## src/rtl/serial_addsub.sv

```systemverilog
// Multi-cycle ripple adder/subtractor: a WIDTH-bit add or subtract is done DIGIT bits per clock, LSB slice first.
// Define SERIAL_ADDSUB_FLAGS_EN to build the overflow (out_v) and zero (out_z) flags; otherwise they are tied to 0.
module serial_addsub #(
    parameter int WIDTH = 8,
    parameter int DIGIT = 2
) (
    input  logic             clk,
    input  logic             reset_n,
    input  logic             in_valid,
    output logic             in_ready,
    input  logic [WIDTH-1:0] in_a,
    input  logic [WIDTH-1:0] in_b,
    input  logic             in_sub,
    output logic             out_valid,
    input  logic             out_ready,
    output logic [WIDTH-1:0] out_s,
    output logic             out_c,
    output logic             out_v,
    output logic             out_z,
    output logic [1:0]       dbg_state
);

    // Handshakes: a transfer happens on a rising edge where valid and ready are both high.
    // in_ready is high only in IDLE; out_valid is high only in DONE, with results held until out_ready.
    localparam int N  = WIDTH / DIGIT;
    localparam int CW = (N > 1) ? $clog2(N) : 1;

    typedef enum logic [1:0] {
        IDLE = 2'd0,
        BUSY = 2'd1,
        DONE = 2'd2
    } state_t;

    state_t           state_q;
    state_t           state_d;
    logic [CW-1:0]    cnt_q;
    logic [WIDTH-1:0] a_q;
    logic [WIDTH-1:0] b_q;
    logic [WIDTH-1:0] sum_q;
    logic             carry_q;
    logic             c_q;
    logic [DIGIT-1:0] slice_s;
    logic             ripple_cout;
    logic [WIDTH-1:0] sum_next;
    logic             last_slice;
`ifdef SERIAL_ADDSUB_FLAGS_EN
    logic             msb_cin;
    logic             v_q;
    logic             z_q;
`endif

    // Operands shift right each slice, so the chain always works on the low DIGIT bits.
    always_comb begin
        logic c;
        c       = carry_q;
        slice_s = '0;
`ifdef SERIAL_ADDSUB_FLAGS_EN
        msb_cin = carry_q;
`endif
        for (int i = 0; i < DIGIT; i++) begin
`ifdef SERIAL_ADDSUB_FLAGS_EN
            msb_cin = c;
`endif
            slice_s[i] = a_q[i] ^ b_q[i] ^ c;
            c          = (a_q[i] & b_q[i]) | (c & (a_q[i] ^ b_q[i]));
        end
        ripple_cout = c;
    end

    // The new slice enters at the top of the result; after N slices the LSB slice sits at bit 0.
    assign sum_next   = WIDTH'({slice_s, sum_q} >> DIGIT);
    assign last_slice = (cnt_q == CW'(N - 1));

    always_ff @(posedge clk or negedge reset_n) begin
        if (!reset_n) state_q <= IDLE;
        else          state_q <= state_d;
    end

    always_comb begin
        state_d = state_q;
        case (state_q)
            IDLE:    if (in_valid)   state_d = BUSY;
            BUSY:    if (last_slice) state_d = DONE;
            DONE:    if (out_ready)  state_d = IDLE;
            default: state_d = IDLE;
        endcase
    end

    always_comb begin
        in_ready  = (state_q == IDLE);
        out_valid = (state_q == DONE);
        dbg_state = state_q;
    end

    always_ff @(posedge clk or negedge reset_n) begin
        if (!reset_n) begin
            cnt_q   <= '0;
            a_q     <= '0;
            b_q     <= '0;
            sum_q   <= '0;
            carry_q <= 1'b0;
            c_q     <= 1'b0;
`ifdef SERIAL_ADDSUB_FLAGS_EN
            v_q     <= 1'b0;
            z_q     <= 1'b0;
`endif
        end else begin
            case (state_q)
                IDLE: if (in_valid) begin
                    a_q     <= in_a;
                    b_q     <= in_sub ? ~in_b : in_b;
                    carry_q <= in_sub;
                    cnt_q   <= '0;
                end
                BUSY: begin
                    a_q     <= a_q >> DIGIT;
                    b_q     <= b_q >> DIGIT;
                    sum_q   <= sum_next;
                    carry_q <= ripple_cout;
                    cnt_q   <= cnt_q + CW'(1);
                    if (last_slice) begin
                        c_q <= ripple_cout;
`ifdef SERIAL_ADDSUB_FLAGS_EN
                        v_q <= ripple_cout ^ msb_cin;
                        z_q <= (sum_next == '0);
`endif
                    end
                end
                default: ;
            endcase
        end
    end

    assign out_s = sum_q;
    assign out_c = c_q;
`ifdef SERIAL_ADDSUB_FLAGS_EN
    assign out_v = v_q;
    assign out_z = z_q;
`else
    assign out_v = 1'b0;
    assign out_z = 1'b0;
`endif

endmodule
```

## config.mk

```make
export PLATFORM = sky130hd
export DESIGN_NAME = serial_addsub
export DESIGN_NICKNAME = d
export VERILOG_FILES = /design/src/rtl/serial_addsub.sv
export SDC_FILE = /design/constraint.sdc
export NUM_CORES = 1
export LEC_CHECK = 0
export ABC_AREA = 0
export CELL_PAD_IN_SITES_DETAIL_PLACEMENT = 0
export CELL_PAD_IN_SITES_GLOBAL_PLACEMENT = 1
export CORE_MARGIN = 3
export CORE_UTILIZATION = 37
export DETAILED_ROUTE_END_ITERATION = 6
export PLACE_DENSITY_LB_ADDON = 0.05
export SLEW_MARGIN = 0
export SYNTH_ARGS = -nofsm -noshare
export SYNTH_HDL_FRONTEND = slang
export SYNTH_SLANG_ARGS = --single-unit
```

## constraint.sdc

```tcl
create_clock -name clk -period 2 [get_ports clk]
set_input_delay 0.3 -clock clk [delete_from_list [all_inputs] [get_ports clk]]
set_output_delay 0.3 -clock clk [all_outputs]
set_load 0.03 [all_outputs]
```

# Word level (Yosys, flattened, before mapping)
# Index checks and enable logic that the tools add are counted.
# totals
register_bits,30
in_bits,21
output_inout_bits,15
# classes
n_addsub,1
n_eq_ne,6
n_mux,13
n_bitwise,11
n_reduce_logical,5
# op_table
operator,count
$pmux 8 s2,2
$mux 8,3
$mux 2,4
$not 8->8,1
$pmux 2 s3,1
$and 1x1->1,4
$eq 2x2->1 const B,2
$ne 2x2->1 const B,2
$pmux 2 s2,1
$reduce_and 2->1,2
$xor 1x1->1,4
$reduce_and 3->1,1
$add 2x1->2 const B,1
$eq 2x1->1 const B,1
$logic_not 2->1,1
$ne 2x1->1 const B,1
$or 1x1->1,2
$pmux 1 s2,1
$reduce_bool 2->1,1
$mux 1,1

# Depth between registers and ports, before layout
# logic_depth
depth_word,6
ltp_mapped,5
mapped_depth_nobuf,5

# Worst setup path before layout
# Ideal clock, no wire load.
# synth_timing
path_type,reg2out
from,"reg state_q[0], in the netlist dbg_state[0]"
to,out in_ready
t_arrival_ns,1.363
setup_slack_ns,0.337
path_stages_with_launch,4
path_cell_list,dfrtp_1 -> buf_2 -> buf_1 -> nor2_1
# synth_between
elab_chain_cells,1
# synth_lines
element,line,source
start: declaration,34,state_t state_q;
start signal: assignment,76,else state_q <= state_d;
$logic_not 2->1,90,in_ready = (state_q == IDLE);
end: declaration,10,"output logic in_ready,"
# No other way between the ends.

# Worst setup path in the final report
# layout_timing
from,"reg state_q[1], in the netlist dbg_state[1]"
to,out in_ready
# Same word-level chain as after synthesis.

==> qor.txt <==
Setup Skew: 0.003913 ns
total grt overflow: 0
placed cell count: 232
Placer Congestion: 0.7635
FP Rows: 22
Post-CTS Setup Bufs: 0
post-synth top area cell: dfrtp_1
Worst Hold Class: primary input to asynchronous set/reset pin
Power Density: 1490 nW/um^2
Slew headroom: 63.11%
worst endpoint required time: 1.70 ns
slew of the pin with the lowest slew margin: 0.5522 ns
post_cts resized: 0
Slew Limit Fails: 0
initial antenna violation count: 0
Clock Latency Late Sink: 0.28 ns
share of the synthesized area in the top cell type: 50.08%
CP endpoint kind: output pin
Leak Pwr: 0.0008667 uW
Synth Area per Inst: 9.609 um^2
Remaining DRCs: 0
First DRT Iteration DRCs: 63
number of synthesized register bits: 30
share of cells above drive strength 1: 7.813%
wire per inst: 14.04 um
Root Buffer: clkbuf_8
vias: 1215
Sw Share: 41.33%
ys async rst share: 100.0%
status: finished clean
sequential share of the synthesized area: 50.08%
logic gate share of total power: 48.4%
largest net degree at the start of global routing: 31
Worst Setup Start Kind: flop
Post-Synthesis Cells: 156
Core Util, Final: 52.29%
final WL: 3.369 mm
Die Area: 4851 um^2
Final Hold Fails: 0
Internal: 1724 uW
first-pass GRT wire length: 5.906 mm
Setup TNS Final: 0 ns
Clock transition at path regs: 0.06 ns
f_max: 527.8 MHz
post-route antenna net violation count: 0
Post-synth EDFFs: 0
vias in the first global route: 1230
DP Wirelength: 2.333 mm
Netlist cell types: 29
port bufs: 33
period utilization: 94.74%
Worst EP arrival: 1.59 ns
via density per instance: 5.063
CTS tree: yes
cts hold-fix bufs: 0
fin crit period: 1.895 ns
clock share of power: 16.9%
Netlist Area Pre-Place: 1499 um^2
Clock Sinks: 30
Core Area: 3771 um^2
Die H: 69.65 um
critical path type: flop to output pin
Ys Warns: 0
# nets final: 215
initial core utilization: 39.75%
total track usage: 15.35%
crit path max fanout: 4
Peak VDD IR: 0.4446 mV
Pre-Repair DR Iteration Count: 4
Top FF cell, synth: dfrtp_1
Area growth, synth to finish: 31.55%
maxcap violations: 0
Max clock buf depth: 2
Synth area leaders: dfrtp_1, nand2_1, o21ai_1, a22oi_1, xnor2_1
Die W: 69.65 um
Final setup viols: 0
antenna diode count: 0
total CTS buffers: 5
I/O pins: 36
Post-Layout Cell Count: 240
Max H-tree Level: 2
Switch Pwr: 1214 uW
Seq pwr share: 34.7%
RSZ-0062 raised after global routing: no
==> critical path: stages, from the launching register on <==
cell and delay [ns]:
dfrtp_1 0.41, nor2_1 0.19, clkdlybuf4s50_1 0.72
==> layer usage <==
metal	vias up	share of wire, %	track usage [%]
met2	36	45	23.62
met4	0	0.68	6.383
met3	2	5.9	4.203
li1	594	-	-
met1	583	48	20.33
met5	-	0	0
==> synth_stat cells (all sizes together) (2+ instances only) <==
cell and n:
nor2 5, dfrtp 30, o21ai 17, nor2b 7
xnor2 6, o221ai 2, a21oi 7, and2b 2
fa 2, a221o 3, nand2b 2, xor2 2
nand2 31, buf 12, inv 7, a2bb2oi 4
a22oi 7
==> power by group through the flow <==
stage | clock network (uW) | logic, uW | registers [uW]
floorplan | 0 | 781 | 1190
finish | 497 | 1420 | 1020
detailed placement | 0 | 1430 | 1030
CTS | 513 | 1440 | 1020
global route | 544 | 1580 | 1060
global placement | 0 | 1410 | 1020
==> kinds of logic (layout without fill, tap and decap cells) <==
family | after synthesis | count (layout) | share of synthesized area [%]
adder cells (fa/ha/maj) | 3 | 3 | 3.506
XOR/XNOR | 8 | 8 | 4.675
AND/OR/NAND/NOR | 49 | 49 | 14.86
flip-flops | 30 | 30 | 50.08
multiplexers | 1 | 1 | 0.6678
buffers and inverters | 20 | 55 | 6.260
other | 1 | 2 | 0.2502
AO/OA/AOI/OAI | 44 | 44 | 19.70
==> path summary, 6_finish.rpt <==
check	from	end	slack (ns)	depth (start not counted)
max in group asynchronous	reset_n	b_q[5]$_DFFE_PN0P_	1.31	2
worst max-delay path	dbg_state[1]$_DFFE_PN0P_	in_ready	0.11	2
worst min-delay path	reset_n	dbg_state[0]$_DFFE_PN0P_	0.41	2
min in group clk	out_s[0]$_DFFE_PN0P_	out_s[0]$_DFFE_PN0P_	0.47	2
worst max register to register	dbg_state[0]$_DFFE_PN0P_	a_q[2]$_DFFE_PN0P_	0.29	5
worst min register to register	out_s[0]$_DFFE_PN0P_	out_s[0]$_DFFE_PN0P_	0.47	2
==> state kept, by name, indices dropped and copies added, names as in the netlist <==
signal / cells
carry_q: 1
a_q: 8
dbg_state: 2
out_c: 1
out_s: 8
cnt_q: 2
b_q: 8
==> cell usage in the layout (no fill, tap or decap) <==
master	netlist	routed
clkdlybuf4s50_1	0	32
nand2_1	31	31
dfrtp_1	30	30
o21ai_1	17	17
inv_1	7	7
nor2b_1	7	7
a22oi_1	7	7
a21oi_1	7	7
buf_4	2	7
xnor2_1	6	6
clkbuf_8	0	6
nor2_1	5	5
a2bb2oi_1	4	4
a221o_1	3	3
nand2b_1	2	2
xor2_1	2	2
and2b_1	2	2
o221ai_1	2	2
fa_1	2	2
conb_1	1	2
or3b_1	1	1
o211ai_1	1	1
nand3b_1	1	1
o21bai_1	1	1
a22o_1	1	1
o32ai_2	1	1
mux2i_1	1	1
ha_1	1	1
clkinv_2	0	1
clkbuf_1	1	1
dlymetal6s2s_1	0	1
==> through the flow <==
stage          power (uW)  instance area [um^2]  setup slack, ns  hold WS (ns)
2_1_floorplan        1971                  1503           0.3373      0.004409
3_3_place_gp         2423                  1878           0.2606        0.4577
3_5_place_dp         2466                  1878           0.1887        0.4648
4_1_cts              2975                  1969          0.05945        0.4227
5_1_grt              3183                  1972          0.03891        0.4631
6_report             2939                  1972           0.1053        0.4132
==> layout make-up <==
type | instances | area [um^2]
inverters | 7 | 26.28
fillers | 337 | 1799
clock buffers | 7 | 86.33
repair buffers | 40 | 385.4
clock inverters | 1 | 5.005
flip-flops and latches | 30 | 750.7
well taps | 48 | 60.06
multi-input cells | 107 | 658.1
Note: power is estimated with default switching activity, not from simulation.
